## src/rtl/add_sub_pkg.sv

```systemverilog
// Shared constants for the single-precision add/sub datapath.
package add_sub_pkg;

  localparam int unsigned EXP_W  = 8;
  localparam int unsigned FRAC_W = 23;
  localparam int unsigned SIG_W  = 24;
  localparam int unsigned LZC_W  = $clog2(SIG_W + 1);

  localparam logic [EXP_W-1:0] EXP_MAX = 8'hFF;
  localparam logic [31:0]      QNAN    = 32'h7FC00000;

endpackage

```

## src/rtl/fp_normalize.sv

```systemverilog
// Left-normalizes a significand by its leading-zero count and adjusts the exponent to match.
module fp_normalize
  import add_sub_pkg::*;
(
  input  logic        [SIG_W-1:0]  sig,
  input  logic        [EXP_W:0]    exp,
  output logic        [FRAC_W-1:0] frac,
  output logic signed [EXP_W+2:0]  exp_out,
  output logic                     is_zero
);

  logic [LZC_W-1:0] lzc;
  logic             found;
  logic [SIG_W-1:0] shifted;

  always_comb begin
    lzc   = '0;
    found = 1'b0;
    for (int i = SIG_W - 1; i >= 0; i--) begin
      if (!found) begin
        if (sig[i]) found = 1'b1;
        else        lzc   = lzc + 5'd1;
      end
    end
  end

  always_comb begin
    shifted = sig << lzc;
    frac    = shifted[FRAC_W-1:0];
    // After shifting, the top bit is set exactly when the input was non-zero.
    is_zero = ~shifted[SIG_W-1];
    exp_out = $signed({2'b00, exp}) - $signed({6'b000000, lzc});
  end

endmodule

```

## src/rtl/add_sub.sv

```systemverilog
// Single-precision floating-point adder/subtractor, truncating, one registered output stage.
module add_sub
  import add_sub_pkg::*;
(
  input  logic        clk,
  input  logic        rst,
  input  logic [31:0] A,
  input  logic [31:0] B,
  input  logic        sign,
  output logic [31:0] Result,
  output logic        Exception,
  output logic        zero
);

  logic [EXP_W-1:0] ea, eb, e_big, e_small, ediff;
  logic [SIG_W-1:0] siga, sigb, sig_big, sig_small, sig_small_sh, sig_pre;
  logic             sa, sb, a_big, s_big, special;
  logic [SIG_W:0]   sum;
  logic [EXP_W:0]   exp_pre;

  logic [FRAC_W-1:0]      n_frac;
  logic signed [EXP_W+2:0] n_exp;
  logic                   n_zero;

  logic [31:0] result_d;
  logic        exception_d, zero_d;

  // Denormals are flushed to zero: a zero exponent field drops the hidden bit too.
  always_comb begin
    ea      = A[30:23];
    eb      = B[30:23];
    siga    = (ea == '0) ? '0 : {1'b1, A[FRAC_W-1:0]};
    sigb    = (eb == '0) ? '0 : {1'b1, B[FRAC_W-1:0]};
    sa      = A[31];
    sb      = B[31] ^ sign;
    special = (ea == EXP_MAX) || (eb == EXP_MAX);

    a_big     = (ea > eb) || ((ea == eb) && (siga >= sigb));
    e_big     = a_big ? ea : eb;
    e_small   = a_big ? eb : ea;
    sig_big   = a_big ? siga : sigb;
    sig_small = a_big ? sigb : siga;
    s_big     = a_big ? sa : sb;
    ediff     = e_big - e_small;

    sig_small_sh = ({24'd0, ediff} >= SIG_W) ? '0 : (sig_small >> ediff);

    sum     = {1'b0, sig_big} + {1'b0, sig_small_sh};
    sig_pre = sig_big - sig_small_sh;
    exp_pre = {1'b0, e_big};
    if (sa == sb) begin
      if (sum[SIG_W]) begin
        sig_pre = sum[SIG_W:1];
        exp_pre = {1'b0, e_big} + 9'd1;
      end else begin
        sig_pre = sum[SIG_W-1:0];
      end
    end
  end

  fp_normalize u_norm (
    .sig     (sig_pre),
    .exp     (exp_pre),
    .frac    (n_frac),
    .exp_out (n_exp),
    .is_zero (n_zero)
  );

  always_comb begin
    result_d    = {s_big, n_exp[EXP_W-1:0], n_frac};
    exception_d = 1'b0;
    zero_d      = 1'b0;
    if (special) begin
      result_d    = QNAN;
      exception_d = 1'b1;
    end else if (n_zero || (n_exp <= 11'sd0)) begin
      result_d = '0;
      zero_d   = 1'b1;
    end else if (n_exp >= 11'sd255) begin
      result_d    = {s_big, EXP_MAX, 23'd0};
      exception_d = 1'b1;
    end
  end

  always_ff @(posedge clk) begin
    if (rst) begin
      Result    <= '0;
      Exception <= 1'b0;
      zero      <= 1'b0;
    end else begin
      Result    <= result_d;
      Exception <= exception_d;
      zero      <= zero_d;
    end
  end

endmodule

```

## config.mk

```make
export PLATFORM = sky130hd
export DESIGN_NAME = add_sub
export DESIGN_NICKNAME = d
export VERILOG_FILES = /design/src/rtl/add_sub_pkg.sv /design/src/rtl/fp_normalize.sv /design/src/rtl/add_sub.sv
export SDC_FILE = /design/constraint.sdc
export NUM_CORES = 1
export LEC_CHECK = 0
export ABC_AREA = 1
export CORE_MARGIN = 8
export CORE_UTILIZATION = 45
export DETAILED_ROUTE_END_ITERATION = 8
export PLACE_DENSITY = 0.73
export SLEW_MARGIN = 5
export SYNTH_ARGS = -nofsm -noshare
export SYNTH_HDL_FRONTEND = slang
export SYNTH_SLANG_ARGS = --single-unit
```

## constraint.sdc

```tcl
create_clock -name clk -period 23.1 [get_ports clk]
set_input_delay 4.62 -clock clk [delete_from_list [all_inputs] [get_ports clk]]
set_output_delay 4.62 -clock clk [all_outputs]
set_load 0.01 [all_outputs]
```

# Yosys cells after proc, flatten, opt, wreduce, memory -nomap -nowiden
# Index checks and enable logic that the tools add are counted.
dict set report op_classes {
  add_sub_neg 28
  n_mul 0
  n_div 0
  n_lt_le_gt_ge 5
  n_eq_ne 4
  shifts 2
  mux 111
  n_bitwise 2
  n_reduce_logical 9
}
# operator n
set op_table {}
lappend op_table {{$mux W5} 46}
lappend op_table {{$mux W24} 7}
lappend op_table {{$add A5 B1 Y5 const B} 22}
lappend op_table {{$mux W31} 3}
lappend op_table {{$mux W1} 51}
lappend op_table {{$add A24 B24 Y25} 1}
lappend op_table {{$ge A24 B24 Y1} 1}
lappend op_table {{$shl A24 B5 Y24} 1}
lappend op_table {{$shr A24 B8 Y24} 1}
lappend op_table {{$sub A24 B24 Y24} 1}
lappend op_table {{$mux W9} 2}
lappend op_table {{$eq A8 B8 Y1 const B} 2}
lappend op_table {{$logic_not A8 Y1} 2}
lappend op_table {{$mux W8} 2}
lappend op_table {{$ge A11 B9 Y1 const B} 1}
lappend op_table {{$le A11 B1 Y1 const B} 1}
lappend op_table {{$sub A9 B5 Y10} 1}
lappend op_table {{$add A8 B1 Y9 const B} 1}
lappend op_table {{$eq A8 B8 Y1} 1}
lappend op_table {{$ge A8 B5 Y1 const B} 1}
lappend op_table {{$gt A8 B8 Y1} 1}
lappend op_table {{$sub A8 B8 Y8} 1}
lappend op_table {{$reduce_or A4 Y1} 1}
lappend op_table {{$logic_or A1 B1 Y1} 3}
lappend op_table {{7 further kinds} 7}
dict set report totals {
  register_bits 34
  latch_bits 0
  mem_bits_rw 0
  rom_bits 0
  inputBits 67
  out_inout_bits 34
  elab_cells 166
  mem_count 0
}

# Logic depth before layout (Yosys ltp)
dict set report depth {
  word_depth 87
  ltp_mapped 162
  mapped_depth_nobuf 158
}

# By module
# From an unflattened synthesis, not the netlist that was laid out.
dict set report unflattened {
  cells_unflattened 2043
  hier_area_um2 11163.2
}
# mod n_inst cells_each area_each_um2 seq_area_each_um2
set modules_own_cells {}
lappend modules_own_cells {add_sub 1 1291 7181.9 680.7}
lappend modules_own_cells {fp_normalize 1 752 3981.3 0.0}

# Worst setup path before layout
# OpenSTA, ideal clock, no wires.
dict set report synth_path {
  path_kind {input port to flip-flop}
  startpoint {input port A[25]}
  endpoint {register Result[19]}
  setup_ns 0.066
  arrival_time_ns 24.095
  required_ns 23.034
  path_slack_ns -1.061
  stages 151
  path_buffers 7
  cell_sequence {nor4_1 inv_1 nor2_1 clkbuf_1 nor2_1 ha_1 nand2_1 inv_1 o21ai_0 a21oi_1 a2111oi_0 a41o_1 nand2_1 o21ai_0 o21ai_0 ha_1 or2_2 nand2_1 (+115 left out) inv_2 buf_2 buf_4 ha_1 a21oi_1 nor2_1 nor2_1 nor2_1 o21ai_0 nand2_1 xor2_1 inv_1 nand4_1 nor3_1 a21oi_1 nand4_4 buf_6 a21oi_2}
}
dict set report synth_between {
  elab_chain_cells 86
  elab_cells_between_ends 146
  cone_classes {add/sub (28); order compare (5); eq/ne (2); shift (2); mux (102); bitwise (1); reduce/logical (6)}
}
# item line
set synth_rtl {}
lappend synth_rtl {{from (decl)} add_sub.sv:7} ;# input logic [31:0] A,
lappend synth_rtl {{$logic_not A8 Y1} add_sub.sv:32} ;# siga = (ea == '0) ? '0 : {1'b1, A[FRAC_W-1:0]};
lappend synth_rtl {{$mux W24} add_sub.sv:32}
lappend synth_rtl {{$ge A24 B24 Y1} add_sub.sv:38} ;# a_big = (ea > eb) || ((ea == eb) && (siga >= sigb));
lappend synth_rtl {{$logic_and A1 B1 Y1} add_sub.sv:38}
lappend synth_rtl {{$logic_or A1 B1 Y1} add_sub.sv:38}
lappend synth_rtl {{$mux W8, on equally long branches} {add_sub.sv:39, add_sub.sv:40}}
lappend synth_rtl {{$sub A8 B8 Y8} add_sub.sv:44} ;# ediff = e_big - e_small;
lappend synth_rtl {{$shr A24 B8 Y24 or $ge A8 B5 Y1 (tied branches)} add_sub.sv:46} ;# sig_small_sh = ({24'd0, ediff} >= SIG_W) ? '0 : (sig_small >> ediff);
lappend synth_rtl {{(+70 left out)} n/a}
lappend synth_rtl {{$mux W5} fp_normalize.sv:20} ;# if (!found) begin
lappend synth_rtl {{$add A5 B1 Y5} fp_normalize.sv:22} ;# else lzc = lzc + 5'd1;
lappend synth_rtl {{$mux W5} fp_normalize.sv:21} ;# if (sig[i]) found = 1'b1;
lappend synth_rtl {{$mux W5} fp_normalize.sv:20}
lappend synth_rtl {{$sub A9 B5 Y10 or $shl A24 B5 Y24 (tied branches)} {fp_normalize.sv:32, fp_normalize.sv:28}}
lappend synth_rtl {{$le A11 B1 Y1 or $not A1 Y1 (tied branches)} {add_sub.sv:76, fp_normalize.sv:31}}
lappend synth_rtl {{$logic_or A1 B1 Y1} add_sub.sv:76} ;# end else if (n_zero || (n_exp <= 11'sd0)) begin
lappend synth_rtl {{$reduce_or A4 Y1 (no line)} n/a}
lappend synth_rtl {{to (signal assigned)} add_sub.sv:91} ;# Result <= result_d;
lappend synth_rtl {{to (decl)} add_sub.sv:10} ;# output logic [31:0] Result,
# Several ways; a longest one is shown, not always the timed one.
# A chain may end at the register's enable or synchronous reset.

# Worst setup path in the final report
dict set report layout_path {
  startpoint {input port A[30]}
  endpoint {register Result[13]}
}
# The elaborated chain is that of the path after synthesis.

==> impl_metrics.yaml <==
placement:
  placed_instance_area_um2: 16600
  post-place-cells: 3091
  place_worst_setup_slack_ps: -1980
  globalplace.congestion: 1.01
  hpwl_um: 37800
  port_buffers: 100
setup_path:
  arrival_ps: 23870
  crit_family: "simple AND/OR/NAND/NOR gates"
  critical-path-top-cell-by-count: "nand2_2"
  worst-path-max-fanout: 7
  critical_path_launch_point_type: "primary input"
  crit_path_end_kind: "register"
  crit_buf_inv: 43
  worstSetupPathType: "in -> reg"
  timing.critical_path.slowest_cell_delay_ps: 360
  cell_with_the_biggest_individual_delay_on_the_critical_path: "fa_2"
  critical_path_required_ps: 23290
worst_hold_path:
  timing.hold.worst.class: "in -> reg"
floorplanning:
  core_region_area_um2: 26100
  fp-row-count: 59
  fp.dieW_um: 179
  initial_utilization_pct: 45.9
  die_height_um: 179
  fp.dieArea_um2: 32000
  io_pins: 101
global_routing:
  grt_antenna_before_repair: 0
  first_global_vias: 16300
  first_pass_grt_wire_length_um: 77500
  grt-ovfl-total: 0
  global_route_usage_sum_pct: 29.3
  grt_max_degree: 50
logic_synthesis:
  synth_seq_cells: 34
  yosys_warnings: 0
  post_synthesis_cells: 2263
  register_area_share_after_synthesis_pct: 5.69
  synth_edf_count: 0
  synthDistinctLibCells: 55
  synthesis.area_per_instance_um2: 5.28
  synthArstFlopShare_pct: 0
  yosys_most_used_dff: "dfxtp_1"
  synthesis.area_um2: 12000
  net_count_synth: 2440
cells_and_area:
  final_area_um2: 19200
  antenna_cells_inserted: 0
  total_nets_final: 3049
  synthToLayoutAreaGrowth_pct: 60.5
  layout-drive-gt1-share_pct: 35.4
  layout.cells.non_filler: 3207
pwr:
  power.leakage_nw: 10.3
  power_switching_uw: 638
  power.clock.fraction_pct: 5.2
  peakVddDrop_mv: 0.0720
  power.internal_uw: 606
  power-per-cell-area_nw_per_um2: 64.8
  swShare_pct: 51.3
  power.share.combinational_pct: 87.7
  p_seq_share_pct: 7.0
timing:
  slew_headroom_pct: 41.0
  min_period_ps: 23680
  timing.final.max_slew_violations: 0
  setup_ws_final_ps: -577
  timing.final.setup_violations: 34
  timing_worst_slew_pin_value_ps: 884
  fin_setup_tns_ps: -18530
  timing.final.crit_share_pct: 102
  max_freq_mhz: 42.2
  rsz0062_at_grt: "true"
  timing.final.hold_violations: 0
clock_tree:
  postCtsHoldBufs: 0
  clock-sinks: 34
  cts_tree: "yes"
  ctsHtreeMaxLevel: 2
  ctsLongestPathBuffers: 2
  cts_bufs_inserted: 5
  cts-root-buf: "clkbuf_16"
  clk_pin_slew_ps: 60
status:
  outcome: "finished, violations left"
  violations: "negative setup slack"
route:
  via_per_inst: 5.36
  antenna_left: 0
  postRouteWirelength_um: 51400
  drcViolationCount: 0
  vias: 17200
  drt-pass1-iter-count: 7
  wl_per_cell_um: 16.0
  detailedRoute.firstIterationViolations: 1535
run:
  drv_cap: 0
sequential cells by signal, indices dropped and copies added, names as in the netlist:
| signal | flops |
|---|---|
| zero | 1 |
| Result | 32 |
| Exception | 1 |
power by group through the flow:
stage | clock, mW | combinational (mW) | sequential (mW)
detailed placement | 0 | 0.869 | 0.0873
global placement | 0 | 0.854 | 0.0869
CTS | 0.0644 | 0.963 | 0.0864
global route | 0.0680 | 1.18 | 0.0896
finish | 0.0653 | 1.09 | 0.0873
floorplan | 0 | 0.482 | 0.0981
cell families after synthesis:
group	Yosys count	share of synthesized area [%]
xor+xnor	48	3.58
fa+ha+maj	110	11.7
compound gates	351	16.7
simple gates	1242	46.1
flops	34	5.69
mux	4	0.335
buf+inv	474	15.8
routing by layer:
layer | vias to the layer above | share of wire (%) | routed length, um | track usage [%]
met1 | 7851 | 39 | 20300 | 34.5
met4 | 0 | 5.8 | 2960 | 13.4
met5 | - | 0 | 0 | 0
met3 | 204 | 5.3 | 2730 | 2.53
li1 | 8429 | - | - | -
met2 | 702 | 50 | 25500 | 52.9
cell type report:
type | count | area, um2
fill | 2087 | 6870
clock buffer | 5 | 125
timing repair buffer | 668 | 5480
inverter | 408 | 1560
sequential | 34 | 681
tap | 335 | 419
clock inverter | 2 | 10.0
multi-input combinational | 1755 | 10900
path summary, 6_finish.rpt:
path	startpoint	endpoint	slack, ps	cells past startpoint
setup / recovery	A[30]	Result[13]	-580	152
hold / removal	A[31]	Result[31]	5060	3
layout by cell type, fill, tap and decap left out, types with 10 or more instances in the layout:
cell and count:
a21oi_1 73, a21oi_2 24, buf_4 542, buf_6 11, clkdlybuf4s50_1 84, clkinv_1 16
dfxtp_1 34, ha_1 65, ha_4 35, inv_1 314, inv_2 68, nand2_1 636
nand2_2 85, nand2_4 26, nand3_1 140, nand3_2 20, nand4_1 36, nor2_1 147
nor2_2 54, nor2_4 24, nor3_1 15, o211ai_1 21, o21ai_0 105, o21ai_1 36
o21ai_2 10, o21bai_1 12, o22ai_1 24, or2_2 10, xor2_1 34
what timing repair did:
item / in CTS / in global routing
resized for setup: 230 / 239
gates cloned: 5 / 0
setup endpoints to repair: 34 / 34
pin swaps: 109 / 139
buffers inserted: 84 / 23
cells in the mapped netlist (3+ instances only):
cell      instances  area (um2)
a21oi_1          95         475
a21oi_2           4        35.0
a31oi_1          12        75.1
a32oi_1           5        43.8
and2_1            4        25.0
buf_1             5        18.8
buf_2            12        60.1
buf_4            12        90.1
buf_6             6        67.6
clkbuf_1         30         113
clkinv_1         17        63.8
dfxtp_1          34         681
fa_1              3        60.1
ha_1            107        1340
inv_1           353        1330
inv_2            36         135
mux2i_1           4        40.0
nand2_1         733        2750
nand2_2          10        62.6
nand2_4           5        56.3
nand3_1         156         781
nand3_2          11         110
nand4_1          36         225
nor2_1          194         728
nor2_2           20         125
nor2_4           11         124
nor2_8            9         180
nor3_1           23         115
nor4_1            9        56.3
o211ai_1         21         158
o21ai_0         137         686
o21ai_1          16        80.1
o21bai_1         12        90.1
o221ai_1          8        70.1
o22ai_1          24         150
o31ai_1           4        30.0
or2_1             3        18.8
or2_2            13        81.3
xnor2_1           8        70.1
xor2_1           39         342
per-stage QoR:
stage | util (%) | power [mW] | hold slack [ps]
finish | 73.6 | 1.24 | 5060
global placement | 63.5 | 0.941 | 5340
CTS | 69.5 | 1.11 | 5040
detailed placement | 63.5 | 0.957 | 5330
global route | 73.6 | 1.34 | 5100
floorplan | - | 0.581 | 4840
(Power assumes the default switching activity.)
